===== src/rtl/dance_game_pkg.sv =====
// Shared types for the dance-game blocks: difficulty encodings, spawner states,
// and the 16-bit LFSR (taps 16,14,13,11) used for lane selection.
package dance_game_pkg;

   typedef enum logic [1:0] {
      DIFF_EASY   = 2'b00,
      DIFF_MEDIUM = 2'b01,
      DIFF_HARD   = 2'b10
   } difficulty_e;

   typedef enum logic [1:0] {
      ST_IDLE    = 2'd0,
      ST_WAIT    = 2'd1,
      ST_PRESENT = 2'd2,
      ST_DONE    = 2'd3
   } spawner_state_e;

   // Right-shift Fibonacci form: taps 16,14,13,11 map to bits 0,2,3,5.
   localparam logic [15:0] LFSR_TAP_MASK = 16'h002D;

   function automatic logic [15:0] lfsr_next(input logic [15:0] q);
      return {^(q & LFSR_TAP_MASK), q[15:1]};
   endfunction

endpackage


===== src/rtl/note_spawner_if.sv =====
// Spawn-event handshake between the note spawner (master) and the arrow renderer.
interface note_spawner_if;
   logic       spawn_valid;
   logic       spawn_ready;
   logic [1:0] spawn_lane;

   modport master (output spawn_valid, output spawn_lane, input spawn_ready);
   modport slave  (input spawn_valid, input spawn_lane, output spawn_ready);
endinterface


===== src/rtl/lfsr16.sv =====
// 16-bit Fibonacci LFSR with synchronous seed load and single-step advance.
module lfsr16
   import dance_game_pkg::*;
#(
   parameter logic [15:0] RST_VAL = 16'hACE1
) (
   input  logic        clk,
   input  logic        rst_n,
   input  logic        load,
   input  logic [15:0] seed,
   input  logic        step,
   output logic [15:0] q
);

   always_ff @(posedge clk or negedge rst_n) begin
      if (!rst_n)    q <= RST_VAL;
      else if (load) q <= seed;
      else if (step) q <= lfsr_next(q);
   end

endmodule


===== src/rtl/note_spawner.sv =====
// Timed arrow-spawn event generator for one song run; period latched from difficulty at start.
// NOTE_SPAWNER_NO_REPEAT_EN: forbid two consecutive accepted events on the same lane.
module note_spawner
   import dance_game_pkg::*;
#(
   parameter int          EASY_PERIOD   = 8,
   parameter int          MEDIUM_PERIOD = 6,
   parameter int          HARD_PERIOD   = 4,
   parameter int          NOTE_LIMIT    = 5,
   parameter logic [15:0] LFSR_SEED     = 16'hACE1
) (
   input  logic                  clk,
   input  logic                  rst_n,
   input  logic                  start,
   input  logic                  stop,
   input  logic [1:0]            difficulty,
   note_spawner_if.master        spawn,
   output logic [15:0]           spawn_count,
   output logic                  active,
   output logic                  done
);

   spawner_state_e state;
   logic [15:0]    period;
   logic [15:0]    cnt;
   logic [15:0]    lfsr_q;
   logic [1:0]     lane;
   logic           start_ok;
   logic           accept;

   function automatic logic [15:0] period_of(input logic [1:0] d);
      case (d)
         DIFF_EASY:   return 16'(EASY_PERIOD);
         DIFF_MEDIUM: return 16'(MEDIUM_PERIOD);
         default:     return 16'(HARD_PERIOD);
      endcase
   endfunction

   assign start_ok = start && !stop && (state == ST_IDLE || state == ST_DONE);
   // stop kills the offer combinationally, so a same-cycle ready is never a handshake
   assign spawn.spawn_valid = (state == ST_PRESENT) && !stop;
   assign spawn.spawn_lane  = spawn.spawn_valid ? lane : 2'd0;
   assign accept            = spawn.spawn_valid && spawn.spawn_ready;
   assign active            = (state == ST_WAIT) || (state == ST_PRESENT);
   assign done              = (state == ST_DONE);

   lfsr16 #(.RST_VAL(LFSR_SEED)) u_lfsr (
      .clk   (clk),
      .rst_n (rst_n),
      .load  (start_ok),
      .seed  (LFSR_SEED),
      .step  (accept),
      .q     (lfsr_q)
   );

`ifdef NOTE_SPAWNER_NO_REPEAT_EN
   logic [1:0] prev_lane;

   assign lane = (lfsr_q[1:0] == prev_lane) ? lfsr_q[1:0] + 2'd1 : lfsr_q[1:0];

   always_ff @(posedge clk or negedge rst_n) begin
      if (!rst_n)        prev_lane <= 2'd0;
      else if (start_ok) prev_lane <= 2'd0;
      else if (accept)   prev_lane <= lane;
   end
`else
   assign lane = lfsr_q[1:0];
`endif

   always_ff @(posedge clk or negedge rst_n) begin
      if (!rst_n) begin
         state       <= ST_IDLE;
         period      <= 16'd0;
         cnt         <= 16'd0;
         spawn_count <= 16'd0;
      end else if (stop) begin
         state <= ST_IDLE;
      end else begin
         case (state)
            ST_IDLE, ST_DONE: if (start) begin
               period      <= period_of(difficulty);
               cnt         <= period_of(difficulty) - 16'd1;
               spawn_count <= 16'd0;
               state       <= ST_WAIT;
            end
            ST_WAIT: begin
               if (cnt == 16'd0) state <= ST_PRESENT;
               else              cnt   <= cnt - 16'd1;
            end
            ST_PRESENT: if (accept) begin
               spawn_count <= spawn_count + 16'd1;
               if (spawn_count + 16'd1 == 16'(NOTE_LIMIT)) begin
                  state <= ST_DONE;
               end else begin
                  // the accepting cycle counts toward the next period
                  cnt   <= period - 16'd2;
                  state <= ST_WAIT;
               end
            end
            default: state <= ST_IDLE;
         endcase
      end
   end

endmodule


===== src/flat_wrapper.sv =====
// flat-port wrapper written by rule: the top's interface ports become plain ports
module note_spawner_flat import dance_game_pkg::*;
#(
   parameter int          EASY_PERIOD   = 8,
   parameter int          MEDIUM_PERIOD = 6,
   parameter int          HARD_PERIOD   = 4,
   parameter int          NOTE_LIMIT    = 5,
   parameter logic [15:0] LFSR_SEED     = 16'hACE1
)
  (clk, rst_n, start, stop, difficulty, spawn_count, active, done, spawn_spawn_valid, spawn_spawn_lane, spawn_spawn_ready);
  note_spawner_if spawn_i ();
  input  logic clk;
  input  logic rst_n;
  input  logic start;
  input  logic stop;
  input  logic [1:0] difficulty;
  output logic [15:0] spawn_count;
  output logic active;
  output logic done;
  output wire logic [$bits(spawn_i.spawn_valid)-1:0] spawn_spawn_valid;
  output wire logic [$bits(spawn_i.spawn_lane)-1:0] spawn_spawn_lane;
  input wire logic [$bits(spawn_i.spawn_ready)-1:0] spawn_spawn_ready;
  assign spawn_spawn_valid = spawn_i.spawn_valid;
  assign spawn_spawn_lane = spawn_i.spawn_lane;
  assign spawn_i.spawn_ready = spawn_spawn_ready;
  note_spawner #(.EASY_PERIOD(EASY_PERIOD), .MEDIUM_PERIOD(MEDIUM_PERIOD), .HARD_PERIOD(HARD_PERIOD), .NOTE_LIMIT(NOTE_LIMIT), .LFSR_SEED(LFSR_SEED)) u_core (.clk(clk), .rst_n(rst_n), .start(start), .stop(stop), .difficulty(difficulty), .spawn(spawn_i), .spawn_count(spawn_count), .active(active), .done(done));
endmodule

===== config.mk =====
export PLATFORM = sky130hd
export DESIGN_NAME = note_spawner_flat
export DESIGN_NICKNAME = d
export VERILOG_FILES = /design/src/rtl/dance_game_pkg.sv /design/src/rtl/note_spawner_if.sv /design/src/rtl/lfsr16.sv /design/src/rtl/note_spawner.sv /design/src/flat_wrapper.sv
export SDC_FILE = /design/constraint.sdc
export NUM_CORES = 1
export LEC_CHECK = 0
export ABC_AREA = 1
export BUFFER_PORTS_ARGS = -buffer_cell sky130_fd_sc_hd__buf_2
export CAP_MARGIN = 10
export CORE_ASPECT_RATIO = 0.9
export CORE_MARGIN = 1.5
export CORE_UTILIZATION = 60
export CTS_BUF_LIST = sky130_fd_sc_hd__clkbuf_2
export DETAILED_ROUTE_END_ITERATION = 16
export GPL_ROUTABILITY_DRIVEN = 1
export PLACE_DENSITY_LB_ADDON = 0.15
export SLEW_MARGIN = 20
export SYNTH_ARGS = -nofsm -noshare
export SYNTH_HDL_FRONTEND = slang
export SYNTH_SLANG_ARGS = --single-unit

===== constraint.sdc =====
create_clock -name clk -period 5.53 [get_ports clk]
set_input_delay 1.106 -clock clk [delete_from_list [all_inputs] [get_ports clk]]
set_output_delay 1.106 -clock clk [all_outputs]
set_load 0.02 [all_outputs]

==> flow_summary.yaml <==
yosys:
  yosys.area.top_type: "dfrtp_1"
  synth-edff-count: 0
  syn-num-nets: 475
  netlist_area_um2: 3243
  yosys.area_share.simple: 0.3480
  synth-main-ff-cell: "dfrtp_1"
  ys_warn_count: 0
  syn-instance-count: 460
  synth_commonest_cells: "nand2_1 (147), inv_1 (58), nand3_1 (47)"
  ys_seq_area_frac: 0.4120
  avgSynthCellArea_um2: 7.050
  synth_xor_area_frac: 0.02160
  synth_cell_type_count: 33
  synth_compound_area_frac: 0.09722
  synth_fa_ha_area_frac: 0.03086
  synth_most_common_cell: "nand2_1"
  synth_top_area_frac: 0.3472
  synth_mux_area_frac: 0.003086
  synth_seq_cells: 53
  synth_top_family_by_area: "simple AND/OR/NAND/NOR gates"
  async_flop_share: 1.000
  yosys-top-cells-area: "dfrtp_1 (35%), nand2_1 (17%), nand3_1 (7.3%)"
power_and_ir_drop:
  internal-power_w: 0.0007260
  clkPwrFrac: 0.170
  powerDensity_nw_per_um2: 360.4
  leakage_nw: 1.893
  power.total_w: 0.001262
  switching_power_w: 0.0005360
  power.share.combinational: 0.408
  ir_drop_mv: 0.2465
  p_sw_frac: 0.4247
  power_frac_seq: 0.422
setup_path:
  regToRegSetupSlack_ns: 2.77
  worstSetupEndpointType: "primary output"
  worst_r2r_path_depth: 15
  cp.arrival_ns: 2.24
  start_kind: "register"
  cp.required_ns: 4.42
  crit_fanout: 16
  r2r-start: "u_core.state[1]"
  r2r-end: "u_core.cnt[14]"
  critPathKind: "register to primary output"
status:
  outcome: "complete, no violations"
sta:
  whs_ns: 0.5152
  setup_viol: 0
  worst_pin_slew_ns: 0.7123
  tns_ns: 0
  fin_crit_ns: 3.351
  hold_viol: 0
  max_slew_margin: 0.5215
  grt_setup_unrepaired: "no"
  min_period_over_period: 0.6059
  drv_slew: 0
  max_freq_ghz: 0.2984
  fin_skew_ns: 0.01342
finish:
  syn2layout_area_growth_pct: 7.986
  insertedDiodeCount: 0
  nNetsFinal: 502
  drive_gt1_frac: 0.1189
  design_area_um2: 3502
grt:
  grt_overflow: 0
  antenna_found_initial: 0
  grt_max_degree: 54
  grt.total_usage: 0.2606
  first_global_vias: 2701
  grt_pass1_wl_mm: 12.01
clock_tree:
  clockBufferDepth: 2
  cts.repair.resized: 0
  clk_pin_slew_ns: 0.27
  cts.htree.levels: 2
  clk_latency_ns: 0.46
  cts_tree: "built"
  cts_setup_buffers: 0
  ctsHoldBuffers: 0
  cts-buffers-inserted: 5
  cts-root-buf: "clkbuf_2"
  cts.sinks: 53
placed_design:
  portBuffers: 27
  dpl.hpwl_mm: 5.164
  routabilityCongestion: 0.8735
  placed_area_um2: 3427
die:
  rows: 25
  initial_core_util: 0.6208
  fp.coreArea_um2: 5224
  fp.dieH_um: 72.75
  die_w_um: 80.50
  io_pins: 28
  die-area_um2: 5856
min_path:
  hp-class: "register to register"
  min_from: "u_core.cnt[2]"
  min_to: "u_core.cnt[2]"
  hold_depth: 2
route:
  drc_errors: 0
  ant_nets: 0
  wl_per_cell_um: 12.73
  viasPerCell: 5.441
  wl_mm: 7.063
  route.vias.total: 3020
  first_pass_iters: 5
  first_iter_violations: 240
flow_run:
  maxCapViolCount: 0
==> power by group through the flow <==
stage / logic [W] / clock network [W] / registers, W
floorplan: 0.000404 / 0 / 0.000523
global placement: 0.000494 / 0 / 0.000536
detailed placement: 0.000509 / 0 / 0.000539
CTS: 0.000513 / 0.000218 / 0.000532
global route: 0.000598 / 0.000234 / 0.000542
finish: 0.000515 / 0.000214 / 0.000533
==> worst max-delay path, cell delays in order, from the launching register on <==
cell and delay, ns:
dfrtp_1 0.49, inv_1 0.07, ha_1 0.35, inv_1 0.32
nor2_1 0.24, inv_1 0.08, nor2_1 0.08, buf_2 0.16
==> cell usage in the layout (no fill, tap or decap), types with 3 or more instances in the layout <==
cell / Yosys / final
xor2_1: 4 / 4
nor2_1: 41 / 41
inv_1: 58 / 58
o21ai_0: 21 / 21
inv_2: 4 / 4
nor2_2: 6 / 6
nand2_1: 147 / 147
nand4_1: 9 / 9
xnor2_1: 4 / 4
dfstp_2: 8 / 8
nand3_1: 47 / 47
clkbuf_2: 0 / 5
buf_2: 4 / 27
nor3_1: 7 / 7
a22oi_1: 4 / 4
ha_1: 8 / 8
a21oi_1: 5 / 5
o21ai_1: 3 / 3
dfrtp_1: 45 / 45
o22ai_1: 16 / 16
==> how the worst max path moves through the flow <==
stage                               start             endpoint  slack, ns  cells past startpoint
after floorplan                      stop  spawn_spawn_lane[0]       2.56                      3
after global placement               stop  spawn_spawn_lane[0]       2.73                      5
after detailed placement             stop  spawn_spawn_lane[1]       2.70                      5
after CTS                 u_core.state[0]  spawn_spawn_lane[1]       2.14                      7
after global routing      u_core.state[0]  spawn_spawn_lane[1]       1.94                      7
final                     u_core.state[0]  spawn_spawn_lane[1]       2.18                      7
==> area by class of cell <==
cell class,instances,area (um^2)
clock buffer,5,25.02
multi-input combinational,335,1624
sequential,53,1336
tap,67,83.83
fill,449,1722
timing repair buffer,28,142.6
clock inverter,3,50.05
inverter,64,240.2
==> layer usage <==
metal / share of wire / global-route usage / vias to the layer above
met1: 0.50 / 0.3892 / 1390
met5: 0 / 0 / -
met3: 0.056 / 0.03750 / 8
met4: 0.0099 / 0.06322 / 0
li1: - / - / 1541
met2: 0.43 / 0.4006 / 81
==> flip-flops by register name, summed over array words and instances, names as in the netlist <==
register	flops
u_core.cnt	16
u_core.period	3
u_core.spawn_count	16
u_core.state	2
u_core.u_lfsr.q	16
==> cell families after synthesis <==
family,after synthesis
fa+ha+maj,8
flops,53
mux,1
buf+inv,72
xor+xnor,8
simple gates,264
compound gates,54
==> stage by stage <==
stage,setup slack [ns],instances,util
floorplan,2.558,460,-
global placement,2.734,547,0.6560
detailed placement,2.698,547,0.6560
CTS,2.140,555,0.6704
global route,1.937,555,0.6704
finish,2.179,555,0.6704
Power figures use the tool's default switching activity.
